File: src/rtl/config_pkg.sv
// Shared definitions for the fpga_250 configuration loader: FSM state
// encodings and the default word/chain geometry of the fabric.
package config_pkg;

  localparam int unsigned WORD_W_DEFAULT    = 32;
  localparam int unsigned CHAIN_LEN_DEFAULT = 1024;

  typedef enum logic [1:0] {
    ST_IDLE  = 2'd0,
    ST_LOAD  = 2'd1,
    ST_SHIFT = 2'd2
  } state_t;

endpackage

File: src/rtl/cfg_piso.sv
// Parallel-load, serial-out shift register; bit 0 leaves first.
module cfg_piso #(
  parameter int unsigned WORD_W = 32
) (
  input  logic              clk,
  input  logic              rst,
  input  logic              load,
  input  logic              shift,
  input  logic [WORD_W-1:0] d,
  output logic              q0
);

  logic [WORD_W-1:0] r_shreg;

  // A load takes priority so a back-to-back word replaces the spent one.
  always_ff @(posedge clk) begin
    if (rst) begin
      r_shreg <= '0;
    end else if (load) begin
      r_shreg <= d;
    end else if (shift) begin
      r_shreg <= r_shreg >> 1;
    end
  end

  assign q0 = r_shreg[0];

endmodule

File: src/rtl/config_loader.sv
// Serial configuration loader: accepts words over valid/ready and shifts
// exactly CHAIN_LEN bits LSB-first onto the fabric configuration chain.
module config_loader
  import config_pkg::*;
#(
  parameter int unsigned WORD_W    = WORD_W_DEFAULT,
  parameter int unsigned CHAIN_LEN = CHAIN_LEN_DEFAULT,
  parameter int unsigned CNT_W     = $clog2(CHAIN_LEN + 1)
) (
  input  logic              clk,
  input  logic              rst,
  input  logic              start,
  input  logic              abort,
  input  logic [WORD_W-1:0] word_data,
  input  logic              word_valid,
  output logic              word_ready,
  output logic              cfg_bit,
  output logic              cfg_en,
  output logic              busy,
  output logic              done
);

  localparam int unsigned WL_W = $clog2(WORD_W + 1);

  state_t           r_state;
  state_t           w_state_next;
  logic [CNT_W-1:0] r_bits_left;
  logic [WL_W-1:0]  r_word_left;
  logic             r_done;

  logic             w_ready;
  logic             w_accept;
  logic             w_word_end;
  logic             w_final;
  logic             w_shifting;
  logic             w_q0;
  logic [CNT_W-1:0] w_bits_after;
  logic [WL_W-1:0]  w_word_len;

  assign w_shifting = (r_state == ST_SHIFT);
  assign w_word_end = (r_word_left == WL_W'(1));
  assign w_final    = w_word_end && (r_bits_left == CNT_W'(1));
  assign w_accept   = w_ready && word_valid;

  // A word accepted during SHIFT replaces the one whose last bit goes out
  // this cycle, so its length is taken from the already-decremented count.
  assign w_bits_after = w_shifting ? (r_bits_left - CNT_W'(1)) : r_bits_left;
  assign w_word_len   = (32'(w_bits_after) >= WORD_W) ? WL_W'(WORD_W)
                                                      : WL_W'(w_bits_after);

  always_comb begin
    w_state_next = r_state;
    w_ready      = 1'b0;
    case (r_state)
      ST_IDLE: begin
        if (start && !abort) w_state_next = ST_LOAD;
      end
      ST_LOAD: begin
        w_ready = !abort;
        if (abort)           w_state_next = ST_IDLE;
        else if (word_valid) w_state_next = ST_SHIFT;
      end
      ST_SHIFT: begin
        w_ready = w_word_end && !w_final && !abort;
        if (abort || w_final) w_state_next = ST_IDLE;
        else if (w_word_end)  w_state_next = word_valid ? ST_SHIFT : ST_LOAD;
      end
      default: w_state_next = ST_IDLE;
    endcase
  end

  always_ff @(posedge clk) begin
    if (rst) begin
      r_state     <= ST_IDLE;
      r_bits_left <= '0;
      r_word_left <= '0;
      r_done      <= 1'b0;
    end else begin
      r_state <= w_state_next;
      if (r_state == ST_IDLE && start && !abort) begin
        r_bits_left <= CNT_W'(CHAIN_LEN);
        r_done      <= 1'b0;
      end
      if (abort) r_done <= 1'b0;
      if (w_shifting && !abort) begin
        r_bits_left <= r_bits_left - CNT_W'(1);
        r_word_left <= r_word_left - WL_W'(1);
        if (w_final) r_done <= 1'b1;
      end
      if (w_accept) r_word_left <= w_word_len;
    end
  end

  cfg_piso #(
    .WORD_W(WORD_W)
  ) u_piso (
    .clk  (clk),
    .rst  (rst),
    .load (w_accept),
    .shift(w_shifting),
    .d    (word_data),
    .q0   (w_q0)
  );

  assign word_ready = w_ready;
  assign cfg_en     = w_shifting;
  assign cfg_bit    = w_shifting && w_q0;
  assign busy       = (r_state != ST_IDLE);
  assign done       = r_done;

endmodule

File: config.mk
export PLATFORM = sky130hd
export DESIGN_NAME = config_loader
export DESIGN_NICKNAME = d
export VERILOG_FILES = /design/src/rtl/config_pkg.sv /design/src/rtl/cfg_piso.sv /design/src/rtl/config_loader.sv
export SDC_FILE = /design/constraint.sdc
export NUM_CORES = 1
export LEC_CHECK = 0
export CAP_MARGIN = 15
export CORE_AREA = 2 2 111 70
export CTS_CLUSTER_SIZE = 28
export DETAILED_ROUTE_END_ITERATION = 8
export DIE_AREA = 0 0 113 72
export GPL_TIMING_DRIVEN = 0
export HOLD_SLACK_MARGIN = 0.03
export PLACE_DENSITY = 0.71
export SLEW_MARGIN = 20
export SYNTH_ARGS = -nofsm -noshare
export SYNTH_HDL_FRONTEND = slang
export SYNTH_SLANG_ARGS = --single-unit
File: constraint.sdc
create_clock -name clk -period 2.47 [get_ports clk]
set_input_delay 0.247 -clock clk [delete_from_list [all_inputs] [get_ports clk]]
set_output_delay 0.247 -clock clk [all_outputs]
set_load 0.03 [all_outputs]
Word level (Yosys, flattened, before mapping):

Cells that the tools add are included.

* add/subtract/negate cells: 2
* $lt $le $gt $ge: 1
* eq/ne operators: 7
* mux-type cells: 20
* reductions and logical operators: 18

Operators by type and width (count)
* 32-bit 2-to-1 mux: 2
* 11-bit 2-to-1 mux: 3
* 6-bit 2-to-1 mux: 3
* 2-bit 2-to-1 mux: 6
* 11-bit by 1-bit == test with 1-bit output (second input constant): 1
* 11-bit by 6-bit greater-or-equal comparator with 1-bit output (second input constant): 1
* 11-bit by 1-bit subtractor with 11-bit output (second input constant): 1
* 1-bit logical AND: 9
* 2-bit nonzero test: 4
* 6-bit by 1-bit == test with 1-bit output (second input constant): 1
* 2-bit one-hot mux with 3 select lines: 1
* 6-bit by 1-bit subtractor with 6-bit output (second input constant): 1
* 1-bit 2-to-1 mux: 4
* 3-bit by 2-bit != test with 1-bit output (second input constant): 1
* 3-bit != test (second input constant): 1
* 3-bit AND reduction: 1
* 2-bit by 1-bit == test with 1-bit output (second input constant): 1
* 2-bit == test (second input constant): 1
* 1-bit zero test: 2
* 2-bit zero test: 1
* 2-bit != test (second input constant): 1
* 1-bit one-hot mux with 2 select lines: 1
* 1-bit logical OR: 1

* flip-flop bits (word level): 52
* input bits: 37
* output and inout bits: 5
* logic and storage cells: 53

Depth between registers and ports, before layout:

Gate-level depths: netlist (run 1).

* depth after elaboration: 8
* gate-level depth with buffers: 11
* mapped depth without buffers: 7

By module:

From an unflattened synthesis (run 1), not the netlist that was laid out.

* cells, all modules: 332
* area total of the unflattened synthesis: 3168.0 um2

Modules (own cells, without submodules)
* cfg_piso: instances 1, cells an instance 142, area each 1661.6 um2, sequential area each 640.6 um2
* config_loader: instances 1, cells an instance 190, area each 1506.4 um2, sequential area each 400.4 um2

Least setup slack after synthesis (run 1):

Ideal clock, no wire load.

* path type: register to output
* start: reg r_state[0]
* end: out word_ready
* arrival time: 2.393 ns
* data required time: 2.223 ns
* setup slack: -0.170 ns
* stages on the path, launching flop included: 8
* path buffers: 2
* cell sequence: dfxtp_1 -> inv_1 -> ha_1 -> clkbuf_1 -> nor2b_1 -> clkbuf_1 -> nand3_1 -> a21boi_0

* cells in the longest elaborated chain, start to end: 2
* elaborated cells between the ends (all ways): 3
* classes of those cells: eq/ne (2); mux (1)

Ends and longest elaborated chain
* start, declared: RTL line config_loader.sv:25 `state_t r_state;`
* start signal, assigned: RTL line config_loader.sv:79 `r_state <= w_state_next;`
* 2-bit == test
* net cfg_en: RTL line config_loader.sv:18 `output logic cfg_en,`
* 1-bit one-hot mux with 2 select lines: RTL line config_loader.sv:54 `case (r_state)`
* end, declared: RTL line config_loader.sv:16 `output logic word_ready,`

The timed path passes the listed nets, and every way through them passes these cells.

Worst setup path after layout (run 1):

* start: reg r_word_left[0]
* end: out word_ready

* cells in the longest elaborated chain, start to end: 6

Ends and longest elaborated chain
* start, declared: RTL line config_loader.sv:28 `logic [WL_W-1:0] r_word_left;`
* start signal, assigned: RTL line config_loader.sv:87 `r_word_left <= r_word_left - WL_W'(1);`
* start signal, assigned: RTL line config_loader.sv:90 `if (w_accept) r_word_left <= w_word_len;`
* 6-bit by 1-bit == test with 1-bit output *: RTL line config_loader.sv:41 `assign w_word_end = (r_word_left == WL_W'(1));`
* 1-bit logical AND: RTL line config_loader.sv:42 `assign w_final = w_word_end && (r_bits_left == CNT_W'(1));`
* 1-bit zero test: RTL line config_loader.sv:64 `w_ready = w_word_end && !w_final && !abort;`
* 1-bit logical AND * (2 in a row): RTL line config_loader.sv:64
* 1-bit one-hot mux with 2 select lines *: RTL line config_loader.sv:54

Every way passes the cells marked *; elsewhere a longest branch is shown, timed or not.

==> results of run 1 <==
-- registers in the layout, indices dropped and copies added (netlist names) --
signal          count
u_piso.r_shreg     32
r_bits_left        11
r_word_left         6
r_state             2
done                1
-- what timing repair did --
action,4_1_cts,5_1_grt
setup endpoints to repair,36,38
buffers inserted,0,0
gates resized for setup,13,6
-- worst paths after layout --
path | startpoint | to
worst max-delay path | r_word_left[0] | word_ready
worst min-delay path | done | done
worst max register to register | r_bits_left[0] | r_word_left[5]
worst min register to register | done | done
-- where the power goes --
part | switching, mW | total [mW] | internal [mW] | leakage (nW)
logic | 0.199 | 0.372 | 0.172 | 0.697
registers | 0.0289 | 0.899 | 0.870 | 0.420
clock network | 0.311 | 0.689 | 0.378 | 0.0671
total | 0.539 | 1.96 | 1.42 | 1.18
-- Yosys cell counts (all sizes together), types with 3 or more instances --
library cell / instances / share of area, %
a211o: 3 / 0.94
a211oi: 33 / 8.9
a21oi: 13 / 2.3
buf: 10 / 1.7
clkbuf: 14 / 1.9
dfxtp: 52 / 37
ha: 8 / 3.6
inv: 8 / 1.1
mux2i: 32 / 11
nand2: 19 / 2.5
nand2b: 3 / 0.67
nand3: 5 / 0.89
nand3b: 3 / 0.80
nor2: 56 / 7.5
nor2b: 4 / 0.89
nor3: 5 / 1.3
o21ai: 13 / 2.3
o22ai: 3 / 0.67
or3: 6 / 1.3
xnor2: 3 / 0.94
xor2: 7 / 2.2
-- per-layer routing --
metal	up-vias	wire (um)	GRT usage [%]
met4	0	34	3.52
met1	1134	3790	27.2
met3	2	392	4.68
li1	1273	-	-
met5	-	0	0
met2	70	2750	24.0
-- per-stage QoR --
stage / instances / instance area [sq um] / power, mW
5_1_grt: 467 / 3510 / 2.04
2_1_floorplan: 330 / 2800 / 1.14
3_3_place_gp: 462 / 3320 / 1.26
4_1_cts: 468 / 3490 / 1.97
6_report: 467 / 3510 / 1.96
3_5_place_dp: 462 / 3320 / 1.27
-- kinds of logic (layout without fill, tap and decap cells) --
| family | count (synthesis) | in the layout | share of synthesized area [%] |
|---|---|---|---|
| buffers and inverters | 32 | 78 | 4.60 |
| muxes | 32 | 32 | 11.4 |
| xor gates and xnor gates | 10 | 10 | 3.13 |
| AOI/OAI and AO/OA | 81 | 81 | 19.8 |
| and+or+nand+nor | 115 | 115 | 20.3 |
| adders and majority gates | 8 | 8 | 3.58 |
| DFF | 52 | 52 | 37.2 |
-- cell type report --
type | instances | area [sq um] | share of cell area, %
buffer | 21 | 96.3 | 2.75
clock buffer | 6 | 129 | 3.68
clock inverter | 2 | 16.3 | 0.464
inverter | 8 | 30.0 | 0.857
multi-input combinational | 246 | 1670 | 47.6
sequential | 52 | 1040 | 29.7
tap | 91 | 114 | 3.25
timing repair buffer | 41 | 409 | 11.7
-- tightest hold or removal path, delay by kind of cell (launching register included) --
kind | cells | cell delay, ps
AO/OA/AOI/OAI | 1 | 60
AND/OR/NAND/NOR | 1 | 70
flip-flops | 1 | 320
==> results.md, run 1 <==
- Status: finished with violations
- Failing checks: design-rule violations
- Total CTS buffers: 5
- Antenna violations before repair: 0
- Global-route wire length before repair: 11.5 mm
- Leakage: 1.18 nW
- Most frequent cells in the layout: nor2_1, dfxtp_1, clkdlybuf4s50_1, a211oi_1, mux2i_1
- Worst-Skew Late Latency: 290 ps
- Area delta synth->final: 25.3%
- Port Buffers: 41
- CP top delay family: simple AND/OR/NAND/NOR gates
- CTS tree: built
- Die X-Extent: 113 um
- Commonest non-fill, non-tap cell in the layout: nor2_1
- Final nets: 420
- Actual slew at the worst max-slew pin: 698 ps
- Setup TNS: 0 ps
- Largest net degree at the start of global routing: 20
- Synth cell types: 49
- Routed len/inst: 14.9 um
- Async SR Flop Fraction: 0%
- CP Capture Type: output pin
- Final min period: 2350 ps
- CP startpoint kind: register
- Top Ports: 42
- Row count: 24
- Placement Setup Slack: -590 ps
- Root Buffer: clkbuf_16
- CTS HTree Levels: 2
- Clk buf depth: 2
- Max Fclk: 425 MHz
- Flop2flop setup slack: 140 ps
- DR vias: 2479
- Setup Skew: 3.22 ps
- Number of max-cap violations: 0
- Slowest cell on crit path: or4b_4
- Crit path buffers/inverters: 1
- Routability congestion estimate: 0.864
- Filler Cell Count: 679
- Slowest stage delay, CP: 480 ps
- Final Cycle Share: 95.3%
- Maximum vdd ir drop: 300 uV
- Final count of hold timing violations: 0
- Synth Instances: 330
- Average size of a mapped cell: 8.48 sq um
- Mapped Area: 2800 sq um
- Hold crit path type: reg2reg
- Setup CP Type: reg2out
- Drt drc: 2
- PD cells: 559 nW/um^2
- Worst-path maximum fanout: 5
- Core outline area: 7090 sq um
- Starting Density: 39.5%
- CTS hold repair buffers: 0
- DRT iter0 DRCs: 166
- Congestion Overflow GR: 0
- Synth warn: 0
- Final Max Tran Viols: 0
- Crit path depth: 6
- Slew HR: 53.4%
- Critical path arrival: 2110 ps
- EDFF count, synth: 0
- Die Y-Extent: 72 um
- RSZ-0062 raised after global routing: false
- Clk sink count: 52
- Detailed Routing Iterations Pass 1: 7
- Global-route usage over all layers: 17.5%
- Worst hold margin: 493 ps
- PnR worst setup slack: 116 ps
- Clock-pin slew on the worst setup and hold paths: 70 ps
- Seq/Total Area, Yosys: 37.2%
- Routed WL: 6.97 mm
- Utilization after layout: 49.5%
- Vias in the first global route: 2343
- CP Cell Sequence: ha_1 -> or4b_4 -> nor2_2 -> nand3_1 -> a21boi_1 -> clkdlybuf4s18_2
- Ant diodes: 0
- Hold path depth: 2
- Syn nets: 375
- Ys flop type: dfxtp_1
- Dpl hpwl: 5.08 mm
- Endpoints failing setup: 0
- Reg2Reg Depth: 8
- Antenna viol nets, final: 0
- Worst EP required: 2220 ps
- Die area: 8140 sq um
- Yosys reg bits: 52
- DR vias/cell: 5.31
- Layout cells sized above 1: 8.24%
(Power assumes the default switching activity.)
==> run 2: changes to the inputs <==
- CORE_AREA: 2 2 111 70 -> 2 2 96 61
- DIE_AREA: 0 0 113 72 -> 0 0 98 63
- PLACE_DENSITY: 0.71 -> 0.89
==> results.md, run 2 (synthesis gave the netlist of run 1 again) <==
- Worst-path maximum fanout: 10
- Finished Layout Cells: 447
- Detailed Routing Iterations Pass 1: 4
- Leakage: 1.17 nW
- PD cells: 539 nW/um^2
- Top Ports: 42
- Core outline area: 5330 sq um
- Vias in the first global route: 2480
- Status: complete, no violations
- Slowest stage delay, CP: 350 ps
- Row count: 21
- Worst-Skew Late Latency: 310 ps
- Reg-to-Reg End: r_word_left[5]
- Port Buffers: 41
- Die Y-Extent: 63 um
- CTS HTree Levels: 2
- Final nets: 422
- Final count of hold timing violations: 0
- Setup CP Type: reg2out
- Largest register by flop count: u_piso.r_shreg
- Global-route usage over all layers: 21.9%
- CP Cell Sequence: inv_1 -> ha_2 -> nor2b_4 -> clkbuf_4 -> nand3_1 -> a21boi_1 -> clkdlybuf4s15_2
- CP Capture Type: output pin
- Flop2flop setup slack: 140 ps
- Final Max Tran Viols: 0
- Most frequent cells in the layout: nor2_1, dfxtp_1, clkdlybuf4s50_1, a211oi_1, mux2i_1
- Slowest cell on crit path: dfxtp_1
- RSZ-0062 raised after global routing: false
- Routability congestion estimate: 0.908
- Max Fclk: 417 MHz
- CTS tree: built
- Placed inst area: 3300 sq um
- Die X-Extent: 98 um
- Hold Crit Start: done
- Actual slew at the worst max-slew pin: 685 ps
- Ant diodes: 0
- Hold crit path type: reg2reg
- Clk buf depth: 2
- Critical path arrival: 2150 ps
- Commonest non-fill, non-tap cell in the layout: nor2_1
- CP top delay family: buffers and inverters
- Worst R2R Start: r_bits_left[0]
- Number of max-cap violations: 0
- CTS hold repair buffers: 0
- Worst hold margin: 498 ps
- Root Buffer: clkbuf_8
- Setup TNS: 0 ps
- Antenna violations before repair: 0
- Hold EP: done
- Hold path depth: 2
- DR vias/cell: 5.78
- Filler Cell Count: 442
- Area delta synth->final: 23.2%
- DR vias: 2584
- Dpl hpwl: 4.79 mm
- Inst Count DP: 440
- Total CTS buffers: 5
- Biggest regs: u_piso.r_shreg: 32 flops, r_bits_left: 11 flops, r_word_left: 6 flops
- Reg2Reg Depth: 8
- Endpoints failing setup: 0
- Starting Density: 52.5%
- Die area: 6170 sq um
- Congestion Overflow GR: 0
- Worst EP required: 2220 ps
- Final min period: 2400 ps
- Setup Skew: 9.20 ps
- Global-route wire length before repair: 11.3 mm
- Max reg flops: 32
- Crit path buffers/inverters: 3
- Largest net degree at the start of global routing: 17
- Final instance area: 3450 sq um
- Maximum vdd ir drop: 295 uV
- Clock-pin slew on the worst setup and hold paths: 90 ps
- Layout cells sized above 1: 8.99%
- DRT iter0 DRCs: 183
- Slew HR: 54.3%
- Routed WL: 6.74 mm
- Clk sink count: 52
- Antenna viol nets, final: 0
- Drt drc: 0
- CP startpoint kind: register
- Routed len/inst: 15.1 um
- Final Cycle Share: 97.1%
==> run 2: worst min-delay path: cells and delay by family (launching register included) <==
family | cells | cell delay (ps)
flops | 1 | 320
simple gates | 1 | 70
compound gates | 1 | 60
==> run 2: power by group <==
group	internal, mW	leakage [nW]	switching (mW)
sequential	0.870	0.420	0.0288
combinational	0.174	0.698	0.199
clock	0.300	0.0541	0.287
==> run 2: area by class of cell <==
| class | count | area [sq um] | area share [%] |
|---|---|---|---|
| clock buffer | 5 | 68.8 | 1.99 |
| multi-input combinational | 246 | 1660 | 48.2 |
| inverter | 8 | 30.0 | 0.871 |
| sequential | 52 | 1040 | 30.2 |
| tap | 69 | 86.3 | 2.50 |
| clock inverter | 3 | 42.5 | 1.23 |
| timing repair buffer | 42 | 418 | 12.1 |
| buffer | 22 | 100 | 2.90 |
==> run 2: repair_timing <==
| item | in CTS | in global routing |
|---|---|---|
| setup buffers | 0 | 1 |
| endpoints found under the setup margin | 36 | 35 |
| gates resized for setup | 12 | 6 |
==> run 2: worst max path at each step <==
| stage | from | end | slack [ps] | cells past startpoint |
|---|---|---|---|---|
| 2_1_floorplan | r_state[0] | word_ready | 50 | 7 |
| 5_1_grt | r_state[0] | cfg_bit | 1 | 6 |
| 3_3_place_gp | r_state[0] | word_ready | -470 | 8 |
| 3_5_place_dp | r_state[0] | word_ready | -500 | 8 |
| 6_report | r_state[0] | word_ready | 70 | 7 |
| 4_1_cts | r_state[0] | u_piso.r_shreg[1] | 30 | 9 |
==> run 2: routing by layer <==
metal	wire [um]	up-vias	part of all wire (%)	track usage (%)
met2	2960	87	44	33.0
met1	3260	1206	48	30.0
li1	-	1281	-	-
met5	0	-	0	0
met4	76	0	1.1	7.47
met3	443	10	6.6	6.38
==> run 2: through the flow <==
step,worst slack (ps),util [%],power (mW)
4_1_cts,27.5,64.4,1.85
3_3_place_gp,-473,61.8,1.26
3_5_place_dp,-505,61.8,1.27
2_1_floorplan,48.4,-,1.14
5_1_grt,1.09,64.7,1.94
6_report,71.1,64.7,1.86
==> run 3: changes to the inputs <==
- CORE_AREA: 2 2 96 61 -> 2 2 93 59
- DIE_AREA: 0 0 98 63 -> 0 0 95 61
- PLACE_DENSITY: 0.89 -> 0.93
- clock period: 2.47 -> 2.8 ns (I/O delays scaled with it)
==> results.md, run 3 (synthesis gave the netlist of run 1 again) <==
- Die area: 5800 sq um
- Status: complete, no violations
- Layout cells sized above 1: 6.91%
- Row count: 20
- Drt drc: 0
- Total CTS buffers: 5
- Net switching power: 0.460 mW
- Starting Density: 56.8%
- Hold Crit Start: done
- Routability congestion estimate: 0.872
- Overall power: 1.55 mW
- Hold path depth: 2
- Finished Layout Cells: 442
- Port Buffers: 41
- Internal power: 1.09 mW
- DR vias: 2589
- Commonest non-fill, non-tap cell in the layout: nor2_1
- Routed WL: 6.73 mm
- Clk sink count: 52
- DR vias/cell: 5.86
- Antenna viol nets, final: 0
- Ant diodes: 0
- Endpoints failing setup: 0
- Flop2flop setup slack: 250 ps
- DRT iter0 DRCs: 293
- Critical path arrival: 2330 ps
- Die X-Extent: 95 um
- CP startpoint kind: register
- Max Fclk: 383 MHz
- Area delta synth->final: 20.8%
- Global-route usage over all layers: 24.7%
- Routed len/inst: 15.2 um
- Detailed Routing Iterations Pass 1: 4
- RSZ-0062 raised after global routing: false
- Max reg flops: 32
- Setup CP Type: reg2out
- Hold crit path type: reg2reg
- Maximum vdd ir drop: 216 uV
- Inst Count DP: 437
- Leakage: 1.15 nW
- Die Y-Extent: 61 um
- Biggest regs: u_piso.r_shreg: 32 flops, r_bits_left: 11 flops, r_word_left: 6 flops
- Root Buffer: clkbuf_8
- Final nets: 420
- Clk pwr share: 28.4%
- Reg-to-Reg End: u_piso.r_shreg[24]
- Number of max-cap violations: 0
- Worst R2R Start: r_state[0]
- PD cells: 459 nW/um^2
- Largest net degree at the start of global routing: 20
- Hold EP: done
- Dpl hpwl: 4.86 mm
- Clk buf depth: 2
- Clock-pin slew on the worst setup and hold paths: 100 ps
- Setup Skew: 3.90 ps
- Worst-path maximum fanout: 10
- CTS HTree Levels: 2
- Worst-Skew Late Latency: 310 ps
- Final min period: 2610 ps
- Gate power share: 20.6%
- Slew HR: 54.0%
- Top Ports: 42
- Largest register by flop count: u_piso.r_shreg
- Actual slew at the worst max-slew pin: 691 ps
- CTS hold repair buffers: 0
- CTS tree: built
- Vias in the first global route: 2400
- Switching share of power: 29.6%
- Worst EP required: 2520 ps
- Setup Buffers After CTS: 0
- Congestion Overflow GR: 0
- Core outline area: 4930 sq um
- Most frequent cells in the layout: nor2_1, dfxtp_1, clkdlybuf4s50_1, a211oi_1, mux2i_1
- Reg power frac: 51.0%
- Final Max Tran Viols: 0
- Final Cycle Share: 93.2%
- Reg2Reg Depth: 9
- Antenna violations before repair: 0
- CP Capture Type: output pin
- Global-route wire length before repair: 10.9 mm
- Final count of hold timing violations: 0
-- run 3: cell types whose count changed in the layout (fill, tap and decap cells not counted), sizes merged --
cell           change
clkdlybuf4s15      -1
bufinv             -1
clkbuf             +1
dlygate4sd2        -1
buf                -1
clkdlybuf4s50      +1
-- run 3: area by class of cell --
cell class                      instances  area [sq um]
Buffer                                 21          92.6
Clock buffer                            6          72.6
Clock inverter                          2          16.3
Fill cell                             374          1550
Inverter                                8          30.0
Multi-Input combinational cell        246          1640
Sequential cell                        52          1040
Tap cell                               66          82.6
Timing Repair Buffer                   41           405
-- run 3: layer usage --
layer	track usage [%]	part of all wire, %
met5	0	0
met4	7.87	1.1
met3	5.71	7.4
met2	38.4	44
met1	34.5	47
-- run 3: worst max-delay path, stage by stage (launching register included) --
cell	delay (ps)
dfxtp_1	350
inv_1	90
ha_1	180
clkbuf_2	220
nor2b_2	330
buf_2	310
nand3_1	100
a21boi_0	190
clkbuf_2	240
-- run 3: worst max-delay path by stage --
stage                    start    endpoint  slack, ps  depth (start not counted)
global route        r_state[0]     cfg_bit        110                          6
finish              r_state[0]  word_ready        190                          8
global placement    r_state[0]  word_ready       -200                          8
floorplan           r_state[0]  word_ready        130                          7
detailed placement  r_state[0]  word_ready       -250                          8
CTS                 r_state[0]  word_ready         70                          8
-- run 3: power by group through the flow --
stage | clock network, mW | registers [mW] | logic [mW]
after floorplan | 0 | 0.802 | 0.200
after global placement | 0 | 0.806 | 0.302
after detailed placement | 0 | 0.809 | 0.311
after CTS | 0.439 | 0.791 | 0.313
after global routing | 0.476 | 0.797 | 0.349
final | 0.440 | 0.793 | 0.320
-- run 3: repair_timing --
action / in CTS / in global routing
resized for setup: 5 / 5
pin swaps: 0 / 0
setup endpoints to repair: 3 / 15
-- run 3: through the flow --
step / hold WS, ps / area, sq um / setup TNS [ps] / setup slack (ps) / util (%)
CTS: 503 / 3380 / 0 / 72.7 / 68.6
global route: 529 / 3380 / 0 / 112 / 68.6
detailed placement: 488 / 3290 / -361 / -252 / 66.8
floorplan: 424 / 2800 / 0 / 127 / -
finish: 505 / 3380 / 0 / 192 / 68.6
global placement: 481 / 3290 / -262 / -200 / 66.8
